[config.mk]
export PLATFORM = sky130hd
export DESIGN_NAME = johnson_phase_monitor
export DESIGN_NICKNAME = d
export VERILOG_FILES = /design/src/rtl/johnson_pkg.sv /design/src/rtl/johnson_decode.sv /design/src/rtl/johnson_phase_monitor.sv
export SDC_FILE = /design/constraint.sdc
export NUM_CORES = 1
export LEC_CHECK = 0
export BUFFER_PORTS_ARGS = -buffer_cell sky130_fd_sc_hd__buf_2
export CORE_MARGIN = 2
export CORE_UTILIZATION = 42
export CTS_CLUSTER_SIZE = 25
export DETAILED_ROUTE_END_ITERATION = 10
export GPL_ROUTABILITY_DRIVEN = 0
export GPL_TIMING_DRIVEN = 0
export PLACE_DENSITY = 0.69
export SETUP_SLACK_MARGIN = 0.02
export SLEW_MARGIN = 0
export SYNTH_ARGS = -nofsm -noshare
export SYNTH_HDL_FRONTEND = slang
export SYNTH_SLANG_ARGS = --single-unit
[constraint.sdc]
create_clock -name clk -period 3.4 [get_ports clk]
set_input_delay 0 -clock clk [delete_from_list [all_inputs] [get_ports clk]]
set_output_delay 0 -clock clk [all_outputs]
set_load 0.02 [all_outputs]
[src/rtl/johnson_pkg.sv]
// Shared definitions for the Johnson phase monitor: widths, the legal code
// table indexed by phase, the terminal code and the monitor FSM encoding.
package johnson_pkg;

    localparam int JOHNSON_W = 4;
    localparam int PHASE_W   = 3;
    localparam int N_PHASES  = 8;

    typedef enum logic [1:0] {
        ST_IDLE  = 2'd0,
        ST_TRACK = 2'd1,
        ST_FAULT = 2'd2
    } state_t;

    // Entry i is the counter state that represents phase i.
    localparam logic [JOHNSON_W-1:0] CODE_TABLE [N_PHASES] = '{
        4'b0000, 4'b0001, 4'b0011, 4'b0111,
        4'b1111, 4'b1110, 4'b1100, 4'b1000
    };

    localparam logic [JOHNSON_W-1:0] TERM_CODE = 4'b1000;

endpackage

[src/rtl/johnson_decode.sv]
// Combinational decode of a 4-bit Johnson code into its phase index.
// Codes outside the table report o_legal=0 and decode to phase 0.
module johnson_decode
    import johnson_pkg::*;
(
    input  logic [JOHNSON_W-1:0] i_q,
    output logic [PHASE_W-1:0]   o_phase,
    output logic                 o_legal
);

    always_comb begin
        o_phase = '0;
        o_legal = 1'b0;
        for (int i = 0; i < N_PHASES; i++) begin
            if (i_q == CODE_TABLE[i]) begin
                o_phase = PHASE_W'(i);
                o_legal = 1'b1;
            end
        end
    end

endmodule

[src/rtl/johnson_phase_monitor.sv]
// Watches an upstream 4-bit Johnson counter, reports its phase, counts
// completed revolutions and latches a sticky fault on any inconsistency.
module johnson_phase_monitor
    import johnson_pkg::*;
#(
    parameter int REV_W = 8
) (
    input  logic                 clk,
    input  logic                 R,
    input  logic                 ce,
    input  logic [JOHNSON_W-1:0] Q,
    input  logic                 CEO,
    input  logic                 clr,
    output logic [PHASE_W-1:0]   phase,
    output logic                 phase_vld,
    output logic [REV_W-1:0]     rev_cnt,
    output logic                 rev_wrap,
    output logic                 err,
    output logic [1:0]           o_dbg_state
);

    state_t                 r_state;
    state_t                 w_next_state;
    logic [JOHNSON_W-1:0]   r_q_d;
    logic                   r_ce_d;
    logic [PHASE_W-1:0]     r_phase;
    logic                   r_phase_vld;
    logic [REV_W-1:0]       r_rev_cnt;
    logic                   r_rev_wrap;
    logic                   r_err;

    logic [PHASE_W-1:0]     w_cur_phase;
    logic                   w_cur_legal;
    logic [PHASE_W-1:0]     w_prev_phase;
    logic                   w_prev_legal;
    logic [PHASE_W-1:0]     w_exp_phase;
    logic                   w_term;
    logic                   w_fault;
    logic                   w_inc;

    johnson_decode u_dec_cur (
        .i_q     (Q),
        .o_phase (w_cur_phase),
        .o_legal (w_cur_legal)
    );

    johnson_decode u_dec_prev (
        .i_q     (r_q_d),
        .o_phase (w_prev_phase),
        .o_legal (w_prev_legal)
    );

    // The counter only advances on edges where ce was high, so the phase seen
    // now must be last cycle's phase plus last cycle's ce (mod 8).
    assign w_exp_phase = w_prev_phase + {{(PHASE_W-1){1'b0}}, r_ce_d};
    assign w_term      = ce && (Q == TERM_CODE);

    always_comb begin
        w_next_state = r_state;
        w_fault      = 1'b0;
        w_inc        = 1'b0;
        case (r_state)
            ST_IDLE: begin
                w_next_state = w_cur_legal ? ST_TRACK : ST_FAULT;
            end
            ST_TRACK: begin
                w_fault = !w_cur_legal || !w_prev_legal ||
                          (w_cur_phase != w_exp_phase) || (CEO != w_term);
                if (w_fault) begin
                    w_next_state = ST_FAULT;
                end else begin
                    w_inc = ce && CEO;
                end
            end
            ST_FAULT: begin
                w_next_state = ST_FAULT;
            end
            default: begin
                w_next_state = ST_IDLE;
            end
        endcase
        // A resync request overrides whatever was detected on this edge.
        if (clr) begin
            w_next_state = ST_IDLE;
        end
    end

    always_ff @(posedge clk) begin
        if (!R) begin
            r_state     <= ST_IDLE;
            r_q_d       <= '0;
            r_ce_d      <= 1'b0;
            r_phase     <= '0;
            r_phase_vld <= 1'b0;
            r_rev_cnt   <= '0;
            r_rev_wrap  <= 1'b0;
            r_err       <= 1'b0;
        end else begin
            r_state     <= w_next_state;
            r_q_d       <= Q;
            r_ce_d      <= ce;
            r_phase     <= w_cur_phase;
            r_phase_vld <= (w_next_state == ST_TRACK);
            r_err       <= (w_next_state == ST_FAULT);
            r_rev_wrap  <= w_inc && (&r_rev_cnt);
            if (w_inc) begin
                r_rev_cnt <= r_rev_cnt + 1'b1;
            end
        end
    end

    assign phase       = r_phase;
    assign phase_vld   = r_phase_vld;
    assign rev_cnt     = r_rev_cnt;
    assign rev_wrap    = r_rev_wrap;
    assign err         = r_err;
    assign o_dbg_state = r_state;

endmodule

==> flow_summary.json <==
{
  "core.rowCount": 19,
  "grt_usage_pct": 16.57,
  "clock_latency_ns": 0.31,
  "dp_hpwl_um": 1997,
  "synth_ff_type": "dfxtp_1",
  "grt_pass1_vias": 1078,
  "antenna_found_initial": 0,
  "tns_ns": 0,
  "drc": 0,
  "grt_pass1_wl_um": 4402,
  "antennaDiodeCount": 0,
  "synth_top_area_share_pct": 33.77,
  "crit_path_cell_trace": "or2_2, a21oi_1, ha_1, ha_1, nor4_1, o2bb2a_1, a32o_1, nor4_1, mux2i_1",
  "crit_type": "register to register",
  "dr_total_vias": 1111,
  "period_minus_slack_ns": 2.758,
  "htree_levels": 1,
  "max_slew_margin_pct": 50.28,
  "layout_commonest_cell": "buf_2",
  "utilization_pct": 52.72,
  "finalClockSkew_ns": 0.008733,
  "leakage_nw": 0.6308,
  "ant_nets": 0,
  "synth_area_leaders": "dfxtp_1 34%, mux2i_1 8.0%, nand2_1 4.8%",
  "max_clock_freq_mhz": 362.6,
  "rsz0062_at_grt": "false",
  "wl_per_cell_um": 13.28,
  "wl_um": 2670,
  "numCtsBuffers": 3,
  "vias_per_cell": 5.527,
  "rrSetupSlack_ns": 0.64,
  "io_pins": 25,
  "layout-drive-gt1-share_pct": 24.12,
  "place_area_um2": 1399,
  "synth-seq-cells": 21,
  "post_cts_buffers": 0,
  "layout_common_cells": "25 x buf_2, 21 x dfxtp_1, 16 x nand2_1, 10 x mux2i_1, 9 x nor2_1",
  "ys_async_sr_fraction_pct": 0,
  "finalCritPeriodShare_pct": 81.11,
  "synth_area_um2": 1245,
  "max_stage_delay_ns": 0.39,
  "status": "completed",
  "cts_resized": 0,
  "multi_input_area_um2": 765.7,
  "clockBufferDepth": 2,
  "start_util_pct": 44.76,
  "worstPathMaxFanout": 8,
  "final-hold-violation-count": 0,
  "worstPathRequired_ns": 3.65,
  "final.fill_count": 280,
  "syn_avg_cell_area_um2": 8.956,
  "drv_slew": 0,
  "stdcell_area_um2": 1466,
  "slowest_stage": "a32o_1",
  "root_buffer": "clkbuf_4",
  "tritoncts": "built",
  "grt_max_degree": 13,
  "cp-end-kind": "register",
  "gr-total-overflow": 0,
  "worstPathArrival_ns": 3.00,
  "synth_edf_count": 0,
  "start_kind": "register",
  "p_per_area_nw_per_um2": 331.1,
  "die_w_um": 58.45,
  "cap_violations": 0,
  "core_um2": 2781,
  "cts.sinks": 21,
  "seq_area_um2": 420.4,
  "syn_to_final_growth_pct": 17.79,
  "hold_path_class": "input port to register",
  "power_w": 0.0004855,
  "syn_nets": 151,
  "port_buffers": 23,
  "dieArea_um2": 3416,
  "synth_area_leader_cell": "dfxtp_1",
  "tightest_slew_ns": 0.7401,
  "drt_iter0_drc": 23,
  "synth_cell_types": 40,
  "yosysWarnings": 0,
  "yosysSeqAreaShare_pct": 33.77,
  "die_y_um": 58.45,
  "syn-instance-count": 139,
  "drt_first_pass_iters": 6,
  "finalNetCount": 183,
  "clk_pin_slew_ns": 0.13,
  "ir_drop_mv": 0.2002,
  "hold_buffers": 4,
  "setup_viol": 0
}
per-stage QoR:
step / setup WS [ns] / hold WS [ns] / cells
2_1_floorplan: 0.9622 / 0.1217 / 139
3_3_place_gp: 0.7641 / 0.2478 / 193
3_5_place_dp: 0.6930 / 0.2536 / 193
4_1_cts: 0.6406 / 0.06985 / 201
5_1_grt: 0.3923 / 0.07402 / 201
6_report: 0.6423 / 0.08383 / 201
worst max-delay path, delay by kind of cell (launching register included):
family | cells | cell delay [ns]
and+or+nand+nor | 3 | 0.88
AOI/OAI and AO/OA | 3 | 0.79
adders and majority gates | 2 | 0.43
DFF | 1 | 0.36
muxes | 1 | 0.23
cell families (layout without fill, tap and decap cells):
logic type / count (synthesis) / in the layout / synth area share, %
AO/OA/AOI/OAI: 20 / 20 / 12.26
XOR/XNOR: 4 / 4 / 3.920
adder cells (fa/ha/maj): 3 / 3 / 3.015
buffers and inverters: 11 / 42 / 4.724
flip-flops: 21 / 21 / 33.77
multiplexers: 11 / 11 / 8.945
AND/OR/NAND/NOR: 69 / 69 / 33.37
power by group:
part           internal, W  leakage (nW)  switching [W]
clock            0.0000439        0.0177      0.0000806
sequential        0.000254         0.172     0.00000547
combinational    0.0000409         0.442      0.0000608
registers in the layout (all words and copies together) (netlist names):
register and flops:
rev_cnt 8, rev_wrap 1, phase_vld 1, err 1
r_ce_d 1, o_dbg_state 2, phase 3, r_q_d 4
cell type report:
type	count	area share [%]
plain buffers	6	2.730
clock buffers	3	1.536
clock inverters	1	0.3413
inverters	5	1.280
multi-input cells	107	52.22
flip-flops and latches	21	28.67
well taps	31	2.645
repair buffers	27	10.58
routing by layer:
layer	track usage, %	share of wire (%)
met5	0	0
met4	6.312	0.49
met3	2.857	3.4
met2	31.78	54
met1	17.78	42
synth_stat cells (3+ instances only):
cell type / count
and2_1: 7
and3_1: 4
dfxtp_1: 21
ha_1: 3
inv_1: 5
mux2i_1: 10
nand2_1: 16
nand2b_1: 8
nand3_1: 4
nand4_1: 3
nor2_1: 9
nor4_1: 7
o21a_1: 3
o21ai_0: 4
worst paths after layout:
kind	startpoint	endpoint	depth (start not counted)
max	r_q_d[1]$_SDFF_PN0_	rev_cnt[3]$_SDFFE_PN0P_	9
min	Q[2]	phase[0]$_SDFF_PN0_	3
max reg2reg	r_q_d[1]$_SDFF_PN0_	rev_cnt[3]$_SDFFE_PN0P_	9
min reg2reg	rev_cnt[5]$_SDFFE_PN0P_	rev_cnt[5]$_SDFFE_PN0P_	2
(Power assumes the default switching activity.)
